`src/rtl/scs8hd_scan_pkg.sv`:
```
// ---------------------------------------------------------------------------
// scs8hd_scan_pkg
// Shared definitions for the scs8hd scan loader and unload controller.
//   - scan_state_e : unload controller FSM states
//   - SCAN_*_DEF   : default chain length / word width, shared with the loader
//   - cnt_width()  : number of bits needed to hold a count of 0..max_count
// ---------------------------------------------------------------------------
package scs8hd_scan_pkg;

    typedef enum logic [1:0] {
        ST_IDLE  = 2'd0,
        ST_SHIFT = 2'd1,
        ST_EMIT  = 2'd2
    } scan_state_e;

    localparam int SCAN_CHAIN_LEN_DEF = 32;
    localparam int SCAN_WORD_W_DEF    = 8;

    // Counters must hold the terminal value itself (0..max_count inclusive).
    function automatic int cnt_width(input int max_count);
        if (max_count < 1) begin
            return 1;
        end else begin
            return $clog2(max_count + 1);
        end
    endfunction

endpackage

```
`src/rtl/scs8hd_scan_sipo.sv`:
```
// ---------------------------------------------------------------------------
// scs8hd_scan_sipo
// Serial-in / parallel-out packing register for the scan unload path.
// Each shift writes 'sin' into bit position wcnt (LSB first) and advances
// wcnt. Bits above wcnt keep the value left by the last clear, so a partial
// word is zero-padded.
// Ports:
//   clk, reset  - clock and synchronous active-high reset
//   clear       - zero the packing register and the bit counter
//   shift_en    - capture 'sin' at position wcnt and advance wcnt
//   sin         - serial input bit
//   data        - packed word
//   last_bit    - wcnt == WORD_W-1 (next shift completes the word)
//   full        - wcnt == WORD_W  (word completely packed)
// ---------------------------------------------------------------------------
module scs8hd_scan_sipo
    import scs8hd_scan_pkg::*;
#(
    parameter int  WORD_W = SCAN_WORD_W_DEF,
    localparam int WCNT_W = cnt_width(WORD_W)
) (
    input  logic              clk,
    input  logic              reset,
    input  logic              clear,
    input  logic              shift_en,
    input  logic              sin,
    output logic [WORD_W-1:0] data,
    output logic              last_bit,
    output logic              full
);

    localparam logic [WCNT_W-1:0] WCNT_ONE  = WCNT_W'(1);
    localparam logic [WCNT_W-1:0] WCNT_LAST = WCNT_W'(WORD_W - 1);
    localparam logic [WCNT_W-1:0] WCNT_FULL = WCNT_W'(WORD_W);

    logic [WORD_W-1:0] data_r;
    logic [WCNT_W-1:0] wcnt_r;

    // Packing register and in-word bit counter.
    always_ff @(posedge clk) begin
        if (reset) begin
            data_r <= '0;
            wcnt_r <= '0;
        end else if (clear) begin
            data_r <= '0;
            wcnt_r <= '0;
        end else if (shift_en) begin
            // Decoded write keeps the index compare at counter width.
            for (int i = 0; i < WORD_W; i++) begin
                if (wcnt_r == WCNT_W'(i)) begin
                    data_r[i] <= sin;
                end
            end
            // Saturate rather than wrap if ever shifted past a full word.
            if (wcnt_r != WCNT_FULL) begin
                wcnt_r <= wcnt_r + WCNT_ONE;
            end
        end else begin
            data_r <= data_r;
            wcnt_r <= wcnt_r;
        end
    end

    assign data     = data_r;
    assign last_bit = (wcnt_r == WCNT_LAST);
    assign full     = (wcnt_r == WCNT_FULL);

endmodule

```
`src/rtl/scs8hd_scan_unload_ctrl.sv`:
```
// ---------------------------------------------------------------------------
// scs8hd_scan_unload_ctrl
// Reader side of the scs8hd scan interface. On START it raises SCE for
// CHAIN_LEN cycles in total, samples SO at every SCE-high edge, packs the
// bits LSB-first into WORD_W-bit words and offers each word on a
// VALID/READY port. SCE drops while a word waits, so the chain holds.
// Ports:
//   CLK    - clock shared with the chain flops
//   RESET  - synchronous active-high reset, aborts any unload silently
//   START  - one-cycle unload request (ignored while BUSY)
//   SO     - serial data from the chain tail
//   SCE    - scan enable to the chain
//   DATA   - packed word (LSB = first sampled bit), 0 when idle
//   VALID  - DATA holds a word
//   READY  - consumer accepts the word
//   BUSY   - unload in progress
//   DONE   - one-cycle pulse after the last word transfers
// ---------------------------------------------------------------------------
module scs8hd_scan_unload_ctrl
    import scs8hd_scan_pkg::*;
#(
    parameter int CHAIN_LEN = SCAN_CHAIN_LEN_DEF,
    parameter int WORD_W    = SCAN_WORD_W_DEF
) (
    input  logic              CLK,
    input  logic              RESET,
    input  logic              START,
    input  logic              SO,
    output logic              SCE,
    output logic [WORD_W-1:0] DATA,
    output logic              VALID,
    input  logic              READY,
    output logic              BUSY,
    output logic              DONE
);

    localparam int BCNT_W = cnt_width(CHAIN_LEN);

    localparam logic [BCNT_W-1:0] BCNT_ONE  = BCNT_W'(1);
    localparam logic [BCNT_W-1:0] BCNT_LAST = BCNT_W'(CHAIN_LEN - 1);
    localparam logic [BCNT_W-1:0] BCNT_FULL = BCNT_W'(CHAIN_LEN);

    scan_state_e       state_r;
    scan_state_e       state_nxt_s;
    logic [BCNT_W-1:0] bcnt_r;
    logic              done_r;

    logic              sipo_clear_s;
    logic              sipo_shift_s;
    logic              sipo_last_s;
    logic              sipo_full_s;
    logic              xfer_s;
    logic              sce_s;
    logic              valid_s;
    logic              busy_s;

    scs8hd_scan_sipo #(
        .WORD_W (WORD_W)
    ) u_sipo (
        .clk      (CLK),
        .reset    (RESET),
        .clear    (sipo_clear_s),
        .shift_en (sipo_shift_s),
        .sin      (SO),
        .data     (DATA),
        .last_bit (sipo_last_s),
        .full     (sipo_full_s)
    );

    // State register.
    always_ff @(posedge CLK) begin
        if (RESET) begin
            state_r <= ST_IDLE;
        end else begin
            state_r <= state_nxt_s;
        end
    end

    // Next-state logic.
    always_comb begin
        state_nxt_s = state_r;
        case (state_r)
            ST_IDLE: begin
                if (START) begin
                    state_nxt_s = ST_SHIFT;
                end else begin
                    state_nxt_s = ST_IDLE;
                end
            end
            ST_SHIFT: begin
                // Leave on the edge that completes a word or the chain.
                if (sipo_last_s || (bcnt_r == BCNT_LAST)) begin
                    state_nxt_s = ST_EMIT;
                end else begin
                    state_nxt_s = ST_SHIFT;
                end
            end
            ST_EMIT: begin
                if (xfer_s) begin
                    if (bcnt_r == BCNT_FULL) begin
                        state_nxt_s = ST_IDLE;
                    end else begin
                        state_nxt_s = ST_SHIFT;
                    end
                end else begin
                    state_nxt_s = ST_EMIT;
                end
            end
            default: begin
                state_nxt_s = ST_IDLE;
            end
        endcase
    end

    // Output and datapath-control decode from the current state.
    always_comb begin
        sce_s        = 1'b0;
        valid_s      = 1'b0;
        busy_s       = 1'b0;
        sipo_clear_s = 1'b0;
        sipo_shift_s = 1'b0;
        xfer_s       = 1'b0;
        case (state_r)
            ST_IDLE: begin
                sipo_clear_s = START;
            end
            ST_SHIFT: begin
                sce_s        = 1'b1;
                busy_s       = 1'b1;
                sipo_shift_s = ~sipo_full_s;
            end
            ST_EMIT: begin
                valid_s      = 1'b1;
                busy_s       = 1'b1;
                xfer_s       = READY;
                // Clearing on transfer leaves DATA at zero once idle and
                // zero-pads the next (possibly partial) word.
                sipo_clear_s = READY;
            end
            default: begin
                sce_s        = 1'b0;
                valid_s      = 1'b0;
                busy_s       = 1'b0;
                sipo_clear_s = 1'b0;
                sipo_shift_s = 1'b0;
                xfer_s       = 1'b0;
            end
        endcase
    end

    // Total-bit counter and end-of-unload pulse.
    always_ff @(posedge CLK) begin
        if (RESET) begin
            bcnt_r <= '0;
            done_r <= 1'b0;
        end else begin
            done_r <= xfer_s && (bcnt_r == BCNT_FULL);
            if ((state_r == ST_IDLE) && START) begin
                bcnt_r <= '0;
            end else if (sipo_shift_s && (bcnt_r != BCNT_FULL)) begin
                bcnt_r <= bcnt_r + BCNT_ONE;
            end else begin
                bcnt_r <= bcnt_r;
            end
        end
    end

    assign SCE   = sce_s;
    assign VALID = valid_s;
    assign BUSY  = busy_s;
    assign DONE  = done_r;

endmodule

```
`config.mk`:
```
export PLATFORM = sky130hd
export DESIGN_NAME = scs8hd_scan_unload_ctrl
export DESIGN_NICKNAME = d
export VERILOG_FILES = /design/src/rtl/scs8hd_scan_pkg.sv /design/src/rtl/scs8hd_scan_sipo.sv /design/src/rtl/scs8hd_scan_unload_ctrl.sv
export SDC_FILE = /design/constraint.sdc
export NUM_CORES = 1
export LEC_CHECK = 0
export ABC_AREA = 1
export CAP_MARGIN = 25
export CELL_PAD_IN_SITES_DETAIL_PLACEMENT = 2
export CELL_PAD_IN_SITES_GLOBAL_PLACEMENT = 2
export CORE_MARGIN = 1
export CORE_UTILIZATION = 29
export DETAILED_ROUTE_END_ITERATION = 8
export HOLD_SLACK_MARGIN = 0.1
export PLACE_DENSITY_LB_ADDON = 0.1
export SYNTH_ARGS = -nofsm -noshare
export SYNTH_HDL_FRONTEND = slang
export SYNTH_HIERARCHICAL = 1
export SYNTH_SLANG_ARGS = --single-unit
```
`constraint.sdc`:
```
create_clock -name CLK -period 2 [get_ports CLK]
set_clock_uncertainty 0.2 [all_clocks]
set_input_delay 0.4 -clock CLK [delete_from_list [all_inputs] [get_ports CLK]]
set_output_delay 0.4 -clock CLK [all_outputs]
set_load 0.005 [all_outputs]
```
Word-level counts from Yosys, hierarchy flattened
Index checks and enable logic that the tools add are counted.
{"block": "op_classes", "add_sub_neg": 2, "muxes": 11, "n_eq_ne": 14, "div_mod_pow": 0, "n_reduce_logical": 18, "mul": 0, "n_shift": 0, "order_cmp": 0, "n_bitwise": 1}
{"cell": "AND reduction 2 bit", "n": 9}
{"cell": "equality test 4 x 3 -> 1 bit, second input constant", "n": 4}
{"cell": "equality test 4 x 2 -> 1 bit, second input constant", "n": 2}
{"cell": "2-to-1 mux 1 bit", "n": 7}
{"cell": "adder 6 x 1 -> 6 bit, second input constant", "n": 1}
{"cell": "equality test 6 x 5 -> 1 bit, second input constant", "n": 1}
{"cell": "equality test 6 bit, second input constant", "n": 1}
{"cell": "inequality test 6 bit, second input constant", "n": 1}
{"cell": "case mux 2 bit (3 select lines)", "n": 1}
{"cell": "OR reduction 2 bit", "n": 3}
{"cell": "adder 4 x 1 -> 4 bit, second input constant", "n": 1}
{"cell": "equality test 4 x 1 -> 1 bit, second input constant", "n": 1}
{"cell": "equality test 4 bit, second input constant", "n": 1}
{"cell": "zero test 4 bit", "n": 1}
{"cell": "2-to-1 mux 2 bit", "n": 2}
{"cell": "inequality test 4 bit, second input constant", "n": 1}
{"cell": "logical AND 1 bit", "n": 3}
{"cell": "equality test 2 x 1 -> 1 bit, second input constant", "n": 1}
{"cell": "equality test 2 bit, second input constant", "n": 1}
{"cell": "zero test 2 bit", "n": 1}
{"cell": "case mux 1 bit (2 select lines)", "n": 1}
{"cell": "logical OR 1 bit", "n": 1}
{"cell": "NOT 1 bit", "n": 1}
{"block": "word_totals", "latchBits": 0, "ram_bits": 0, "register_bits": 21, "rom_bits": 0, "memories": 0, "word_cells": 58, "out_inout_bits": 12}

Logic depth before layout (Yosys ltp)
Gate-level depths: netlist (run 1).
{"block": "depth", "depth_word": 4, "ltp_mapped": 11}

Hierarchy
Netlist (run 1), hierarchy kept.
{"mod": "scs8hd_scan_sipo", "cells_per_inst": 93, "area_each_um2": 610.6, "instances": 1}
{"mod": "scs8hd_scan_unload_ctrl", "cells_per_inst": 78, "area_each_um2": 554.3, "instances": 1}

Worst setup path after synthesis (run 1)
OpenSTA, ideal clock, no wires.
{"block": "synth_timing", "path_kind": "flip-flop to flip-flop", "startpoint": "reg u_sipo.wcnt_r[0]", "endpoint": "reg u_sipo.data_r[7], in the netlist u_sipo/data[7]", "path_stages_with_launch": 12, "period_less_slack_ps": 1791, "n_path_buf": 1, "arrival_time_ps": 1478, "slack_ps": 209, "cell_sequence": "dfxtp_1 > inv_1 > ha_1 > nand3_2 > inv_1 > nor2_4 > buf_2 > nand2_1 > nor2_1 > nand2_1 > nand2_1 > nor2_1"}
{"block": "synth_via", "elab_chain_len": 4}
{"item": "start: declaration", "line": "scs8hd_scan_sipo.sv:37", "rtl": "logic [WCNT_W-1:0] wcnt_r;"}
{"item": "start signal: assignment", "line": "scs8hd_scan_sipo.sv:56", "rtl": "wcnt_r <= wcnt_r + WCNT_ONE;"}
{"item": "start signal: assignment", "line": "scs8hd_scan_sipo.sv:60", "rtl": "wcnt_r <= wcnt_r;"}
{"item": "equality test 4 bit", "line": "scs8hd_scan_sipo.sv:66", "rtl": "assign full = (wcnt_r == WCNT_FULL);"}
{"item": "net sipo_full_s", "line": "scs8hd_scan_unload_ctrl.sv:51", "rtl": "logic sipo_full_s;"}
{"item": "NOT 1 bit", "line": "scs8hd_scan_unload_ctrl.sv:130", "rtl": "sipo_shift_s = ~sipo_full_s;"}
{"item": "2-to-1 mux 1 bit", "line": "scs8hd_scan_unload_ctrl.sv:123", "rtl": "case (state_r)"}
{"item": "net sipo_shift_s", "line": "scs8hd_scan_unload_ctrl.sv:49", "rtl": "logic sipo_shift_s;"}
{"item": "AND reduction 2 bit (no line)"}
{"item": "end signal: indexed assignment", "line": "scs8hd_scan_sipo.sv:51", "rtl": "data_r[i] <= sin;"}
{"item": "end signal: assignment", "line": "scs8hd_scan_sipo.sv:59", "rtl": "data_r <= data_r;"}
{"item": "end: declaration", "line": "scs8hd_scan_sipo.sv:36", "rtl": "logic [WORD_W-1:0] data_r;"}
The timed path passes the listed nets, and every way through them passes these cells.
A chain may end at the register's enable or synchronous reset.

Worst setup path after layout (run 1)
{"block": "layout_timing", "startpoint": "reg state_r[1]", "endpoint": "out SCE"}
{"block": "layout_via", "elab_chain_len": 2}
{"item": "start: declaration", "line": "scs8hd_scan_unload_ctrl.sv:43", "rtl": "scan_state_e state_r;"}
{"item": "start signal: assignment", "line": "scs8hd_scan_unload_ctrl.sv:75", "rtl": "state_r <= state_nxt_s;"}
{"item": "equality test 2 x 1 -> 1 bit", "line": "scs8hd_scan_unload_ctrl.sv:123"}
{"item": "2-to-1 mux 1 bit", "line": "scs8hd_scan_unload_ctrl.sv:123"}
{"item": "end: declaration", "line": "scs8hd_scan_unload_ctrl.sv:29", "rtl": "output logic SCE,"}
Every way passes these cells.

==> results of run 1 <==
==> through the flow <==
stage	TNS, ns	power [uW]
after global routing	-0.01706	903.6
after global placement	0	559.1
after CTS	0	866.7
after floorplan	0	516.5
after detailed placement	-0.2160	566.0
final	0	857.1
==> worst max-delay path: cells and delay by family (launching register included) <==
kind,cells,cell delay [ns]
adder cells (fa/ha/maj),1,0.14
buffers and inverters,2,0.57
flip-flops,1,0.34
==> state kept, by name, summed over array words and instances, names as in the netlist <==
| register | flops |
|---|---|
| u_sipo/data | 8 |
| bcnt_r | 6 |
| u_sipo/wcnt_r | 4 |
| state_r | 2 |
| DONE | 1 |
==> layer usage <==
layer	track usage, %	vias to the layer above	share of wire (%)	wire length (um)
met5	0	-	0	0
met1	20.97	532	43	1408
li1	-	571	-	-
met3	3.125	2	2.3	77
met4	4.891	0	0.91	30
met2	33.51	14	54	1779
==> cells by family (layout without fill, tap and decap cells) <==
| logic type | count (synthesis) | in the layout |
|---|---|---|
| and+or+nand+nor | 94 | 94 |
| xor gates and xnor gates | 2 | 2 |
| AOI/OAI and AO/OA | 17 | 17 |
| buffers and inverters | 27 | 50 |
| DFF | 21 | 21 |
| adders and majority gates | 10 | 10 |
==> timing repair <==
| item | in CTS | in global routing |
|---|---|---|
| endpoints found under the setup margin | 13 | 17 |
| setup buffers | 3 | 1 |
| gates resized for setup | 8 | 8 |
| pin swaps | 1 | 3 |
==> path summary, 6_finish.rpt <==
path	start	end	slack, ns	cells after the start
worst min register to register	u_sipo/data[1]$_SDFFE_PP0P_	u_sipo/data[1]$_SDFFE_PP0P_	0.30	2
worst min-delay path	u_sipo/data[1]$_SDFFE_PP0P_	u_sipo/data[1]$_SDFFE_PP0P_	0.30	2
worst max-delay path	state_r[1]$_SDFF_PP0_	SCE	0.08	3
worst max register to register	u_sipo/wcnt_r[0]$_SDFFE_PP0P_	u_sipo/wcnt_r[3]$_SDFFE_PP0P_	0.12	11
==> power breakdown <==
part	switching (uW)	internal, uW
Clock	146	142
Sequential	10.8	427
Combinational	71.4	59.3
==> final cells by class <==
cell class	instances	area [um2]	share of cell area (%)
Inverter	25	93.84	6.224
Clock buffer	4	45.04	2.988
Multi-Input combinational cell	123	673.1	44.65
Sequential cell	21	427.9	28.38
Timing Repair Buffer	21	207.7	13.78
Tap cell	48	60.06	3.983
==> Yosys cell counts (all sizes together) <==
master	instances
o21bai	1
xor2	2
nor3	2
a21oi	11
or2	1
o21ai	5
nand4	1
nand3	11
inv	25
buf	2
nor2	39
nand2	40
ha	10
dfxtp	21
==> run summary, run 1 <==
CELLS AND AREA
-----------------------------------------------------------------------------------------------------------------
Commonest non-fill, non-tap cell in the layout                                                            nand2_1
Design Area, Final                                                                                       1508 um2
Synthesis-to-layout area growth                                                                            29.43%
Inserted Diodes                                                                                                 0
# nets final                                                                                                  210
Share of the core filled with cells in the final layout                                                    40.27%
Share of post-route cells with drive strength above 1                                                      17.01%
Layout Cells excl Fill                                                                                        242
Commonest cells after routing, fill and taps aside                                                   37 x nand2_1, 32 x nor2_1, 20 x inv_1, 17 x dfxtp_1, 14 x clkdlybuf4s50_1
Number of fill cells in the layout                                                                            457

TIMING
-----------------------------------------------------------------------------------------------------------------
Crit path time final                                                                                     1.921 ns
Post-route fraction of the period consumed by the critical path                                            96.03%
Worst hold slack after final layout                                                                     0.2981 ns
Max Clock Freq                                                                                         0.5207 GHz
Fin. max-slew vios                                                                                              0
Final hold violation count                                                                                      0
Slew at the pin with the worst max-slew slack                                                           0.2945 ns
Worst max-slew margin expressed relative to the limit                                                      80.35%
Final setup violation count                                                                                     0
Min setup slack post-route                                                                             0.07944 ns
RSZ-0062 raised after global routing                                                                         true

CLOCKING
-----------------------------------------------------------------------------------------------------------------
Number of clock sinks seen by CTS                                                                              21
Root buffer cell                                                                                         clkbuf_8
Post-CTS Hold Buffers                                                                                           0
CTS buffer count                                                                                                3
TritonCTS clock tree                                                                                        built
H-tree depth                                                                                                    1
Reg clk slew, reported paths                                                                              0.08 ns
Clock latency of the later-clocked register in the worst-skew pair                                        0.26 ns
Maximum buffer depth of the clock tree                                                                          2

ROUTING
-----------------------------------------------------------------------------------------------------------------
Total routed wirelength                                                                                   3296 um
Detailed-route via count                                                                                     1119
Drt first-iter violations                                                                                      48
Detailed-route wire length per cell                                                                      13.62 um
Via/cell ratio                                                                                              4.624
# DRC                                                                                                           0
Number of detailed-route iterations in the first pass                                                           4
Remaining number of nets flagged by the antenna check after routing                                             0

SYNTH
-----------------------------------------------------------------------------------------------------------------
Proportion of netlist area held by the largest area contributor                                            36.09%
Fraction of the yosys area taken by sequential cells                                                       36.09%
Share of the synthesized area in compound gates (AO/OA/AOI/OAI)                                            7.841%
Proportion of synthesized area in mux cells                                                                    0%
Xor and xnor fraction of the mapped netlist area                                                           1.504%
Syn nets                                                                                                      186
Biggest area contributors in the synthesized netlist                                                 dfxtp_1 36%, nand2_1 12%, nor2_1 11%, ha_1 11%, inv_1 6.8%
Post-synthesis cell area                                                                                 1165 um2
Cell count after synthesis                                                                                    171
Synth Area per Inst                                                                                     6.812 um2
Post-synthesis cell type with the largest combined area                                                   dfxtp_1
Post-synthesis share of cell area spent on and, or, nand and nor gates                                     34.91%
Count of synthesis-stage warnings from yosys                                                                    6
#FFs+latches synth                                                                                             21
Largest family of logic cells by synthesized area                                                    simple AND/OR/NAND/NOR gates
Netlist cell types                                                                                             19
Arithmetic-cell share of the synthesized area counting full adders, half adders and majority gates         10.74%

PLACED DESIGN
-----------------------------------------------------------------------------------------------------------------
Placed cell count                                                                                             234
Placed Instance Area                                                                                     1395 um2
Placed wire-length estimate                                                                               2511 um
Port Buffer Count                                                                                              16
Setup slack after placement                                                                           -0.05355 ns
GP Congestion                                                                                              0.7871

FLOORPLANNING
-----------------------------------------------------------------------------------------------------------------
Height of the die                                                                                        65.38 um
Std-Cell Core Area                                                                                       3744 um2
X dimension of the die                                                                                   65.38 um
Total Die Area                                                                                           4275 um2
Ports placed on the boundary                                                                                   17
Rows                                                                                                           22
Initial Util                                                                                               31.12%

SETUP PATH
-----------------------------------------------------------------------------------------------------------------
Slowest CP cell                                                                                      clkdlybuf4s50_1
Delay of the slowest cell on the worst path                                                               0.50 ns
CP Data Required Time                                                                                     1.40 ns
Critical path, cell by cell                                                                          inv_2, ha_4, clkdlybuf4s50_1
Category of the critical setup timing path                                                           flop to primary output
Largest fanout on the critical path                                                                             3
Element type at the critical path start                                                                      flop
Arrival time worst endpoint                                                                               1.32 ns
Crit end category                                                                                    primary output

POWER
-----------------------------------------------------------------------------------------------------------------
Lkg Pwr                                                                                              0.0006159 uW
Maximum ir drop on the vdd rail                                                                         0.2345 mV
Total power divided by cell area                                                                     568.5 nW/um2

GLOBAL ROUTING
-----------------------------------------------------------------------------------------------------------------
Largest net degree at the start of global routing                                                              13
First-pass GRT wire length                                                                                5920 um
Leftover overflow at the end of global routing                                                                  0
Number of antenna violations at the first check in global routing                                               0
Via count of the first global-routing pass                                                                   1255
Overall fraction of global-route tracks in use                                                             18.06%

OUTCOME
-----------------------------------------------------------------------------------------------------------------
Status                                                                                               finished, final reports clean

WORST HOLD PATH
-----------------------------------------------------------------------------------------------------------------
Worst Hold Class                                                                                     flop to flop

FLOW RUN
-----------------------------------------------------------------------------------------------------------------
Max-cap violation count                                                                                         0

Note: power is estimated with default switching activity, not from simulation.
==> run 2, diff against run 1 <==
--- a/constraint.sdc
+++ b/constraint.sdc
@@ -4,2 +4,2 @@
 set_output_delay 0.4 -clock CLK [all_outputs]
-set_load 0.005 [all_outputs]
+set_load 0.05 [all_outputs]
==> run summary, run 2 (same netlist as run 1, synthesis figures left out) <==
PLACED DESIGN
----------------------------------------------------------------------------------
Port Buffer Count                                                               16   unchanged
Placed wire-length estimate                                                2649 um   +5.5%
GP Congestion                                                               0.7555   -4.0%

ROUTING
----------------------------------------------------------------------------------
Total routed wirelength                                                    3310 um   +0.42%
# DRC                                                                            0   unchanged
Drt first-iter violations                                                       15   -69%
Number of detailed-route iterations in the first pass                            4   unchanged
Remaining number of nets flagged by the antenna check after routing              0   unchanged
Detailed-route wire length per cell                                       13.57 um   -0.40%
Via/cell ratio                                                               4.611   -0.29%
Detailed-route via count                                                      1125   +0.54%

TIMING
----------------------------------------------------------------------------------
Post-route fraction of the period consumed by the critical path             93.75%   -2.3 points
Max Clock Freq                                                          0.5334 GHz   +2.4%
Aggregate negative setup slack                                                0 ns   unchanged
Fin. max-slew vios                                                               0   unchanged
Worst hold slack after final layout                                      0.2909 ns   -0.007194 ns
Final hold violation count                                                       0   unchanged
RSZ-0062 raised after global routing                                         false
Final setup violation count                                                      0   unchanged
Slew at the pin with the worst max-slew slack                            0.3498 ns   +0.05538 ns
Worst max-slew margin expressed relative to the limit                       76.59%   -3.8 points
Crit path time final                                                      1.875 ns   -0.04562 ns

CELLS AND AREA
----------------------------------------------------------------------------------
Commonest non-fill, non-tap cell in the layout                             nand2_1
Synthesis-to-layout area growth                                             28.46%
Commonest cells after routing, fill and taps aside                    37 x nand2_1, 32 x nor2_1, 21 x inv_1, 19 x dfxtp_1, 15 x buf_4
Number of fill cells in the layout                                             464   +1.5%
Inserted Diodes                                                                  0   unchanged
Largest register FFs                                                             8   unchanged
Share of post-route cells with drive strength above 1                       20.92%   +3.9 points
# nets final                                                                   212   +0.95%

SETUP PATH
----------------------------------------------------------------------------------
Cell type with the highest occurrence count on the critical path           nand2_1
CP Data Required Time                                                      2.00 ns   +0.60 ns
Critical path, cell by cell                                           inv_1, ha_1, nand2_1, nand2_1, nor2_1, buf_4, nand2_1, nor2_1
Delay of the slowest cell on the worst path                                0.38 ns   -0.12 ns
Buffer and inverter count on the worst path                                      2   unchanged
Critical path origin                                                  state_r[0]$_SDFF_PP0_
Levels on crit path                                                              8   +5
Element type at the critical path start                                       flop
Largest fanout on the critical path                                              8   +5
Reg-to-reg setup timing slack                                              0.13 ns   about the same
Category of the critical setup timing path                            flop to flop
Slowest CP cell                                                            dfxtp_1
Crit end category                                                             flop
End of the critical path                                              u_sipo/data[5]$_SDFFE_PP0P_
Largest delay contributor family on the critical path                 simple AND/OR/NAND/NOR gates
Worst r2r dst                                                         u_sipo/data[5]$_SDFFE_PP0P_
Depth of the worst register-to-register path                                     8   -3
Reg-to-reg startpoint                                                 state_r[0]$_SDFF_PP0_
Arrival time worst endpoint                                                1.87 ns   +0.55 ns

GLOBAL ROUTING
----------------------------------------------------------------------------------
Largest net degree at the start of global routing                               12   -1
Via count of the first global-routing pass                                    1247   -0.64%
First-pass GRT wire length                                                 5575 um   -5.8%
Leftover overflow at the end of global routing                                   0   unchanged
Overall fraction of global-route tracks in use                              17.07%   -0.98 points
Number of antenna violations at the first check in global routing                0   unchanged

FLOORPLANNING
----------------------------------------------------------------------------------
X dimension of the die                                                    65.38 um   unchanged
Std-Cell Core Area                                                        3744 um2   unchanged
Ports placed on the boundary                                                    17   unchanged
Initial Util                                                                31.12%   unchanged
Total Die Area                                                            4275 um2   unchanged
Height of the die                                                         65.38 um   unchanged
Rows                                                                            22   unchanged

WORST HOLD PATH
----------------------------------------------------------------------------------
Worst Hold Class                                                      flop to flop

FLOW RUN
----------------------------------------------------------------------------------
Max-cap violation count                                                          0   unchanged

CLOCKING
----------------------------------------------------------------------------------
TritonCTS clock tree                                                         built
Root buffer cell                                                          clkbuf_8
Post-CTS Hold Buffers                                                            0   unchanged
Number of clock sinks seen by CTS                                               21   unchanged
CTS buffer count                                                                 3   unchanged
Clock latency of the later-clocked register in the worst-skew pair         0.26 ns   about the same
Reg clk slew, reported paths                                               0.07 ns   about the same
Maximum buffer depth of the clock tree                                           2   unchanged
H-tree depth                                                                     1   unchanged

POWER
----------------------------------------------------------------------------------
Maximum ir drop on the vdd rail                                          0.3025 mV   +29%
Lkg Pwr                                                               0.0006446 uW   +4.7%
Total power divided by cell area                                      578.9 nW/um2   +1.8%

OUTCOME
----------------------------------------------------------------------------------
Status                                                                finished, final reports clean

==> run 2: worst min-delay path, cell delays in order (launching register included) <==
cell	delay, ns
dfxtp_1	0.31
nor2_1	0.09
nor2_1	0.05
==> run 2: where the power goes <==
| part | switching (uW) | total, uW | internal, uW |
|---|---|---|---|
| registers | 9.64 | 437 | 427 |
| clock network | 136 | 278 | 142 |
| logic | 91.8 | 152 | 60.5 |
| total | 237 | 866 | 629 |
==> run 2: worst min path at each step <==
stage | end | depth (start not counted) | slack (ns) | startpoint
floorplan | bcnt_r[4]$_SDFFE_PP0P_ | 2 | 0.26 | bcnt_r[4]$_SDFFE_PP0P_
global placement | u_sipo/data[6]$_SDFFE_PP0P_ | 2 | 0.26 | u_sipo/data[6]$_SDFFE_PP0P_
detailed placement | bcnt_r[4]$_SDFFE_PP0P_ | 2 | 0.28 | bcnt_r[4]$_SDFFE_PP0P_
CTS | bcnt_r[4]$_SDFFE_PP0P_ | 2 | 0.29 | bcnt_r[4]$_SDFFE_PP0P_
global route | u_sipo/data[3]$_SDFFE_PP0P_ | 2 | 0.33 | u_sipo/data[3]$_SDFFE_PP0P_
finish | u_sipo/data[6]$_SDFFE_PP0P_ | 2 | 0.29 | u_sipo/data[6]$_SDFFE_PP0P_
==> run 2: per-stage QoR <==
stage	util, %	total power, uW	setup WS, ns	cells	area, um2
after global placement	37.33	585.0	0.05507	235	1398
after detailed placement	37.33	592.8	-0.04666	235	1398
final	39.97	866.4	0.1251	244	1496
after global routing	39.97	911.9	0.00008904	244	1496
after CTS	38.94	883.9	0.003397	241	1458
after floorplan	-	536.5	0.08205	171	1165
==> run 2: repair_timing <==
item | in CTS | in global routing
resized for setup | 0 | 7
buffers inserted | 2 | 3
pin swaps | 1 | 3
endpoints found under the setup margin | 9 | 15
==> run 2: final cells by class <==
cell class	count	area, um2	share of cell area, %
Clock buffer	4	45.04	3.010
Inverter	25	93.84	6.271
Multi-Input combinational cell	123	648.1	43.31
Sequential cell	21	425.4	28.43
Tap cell	48	60.06	4.013
Timing Repair Buffer	23	224.0	14.97
==> run 2: layer usage <==
metal  share of wire, %  vias up  track usage, %
met2                 56       12           33.25
li1                   -      577               -
met4               0.88        0           4.891
met1                 40      532           18.24
met5                  0        -               0
met3                2.7        4           3.299
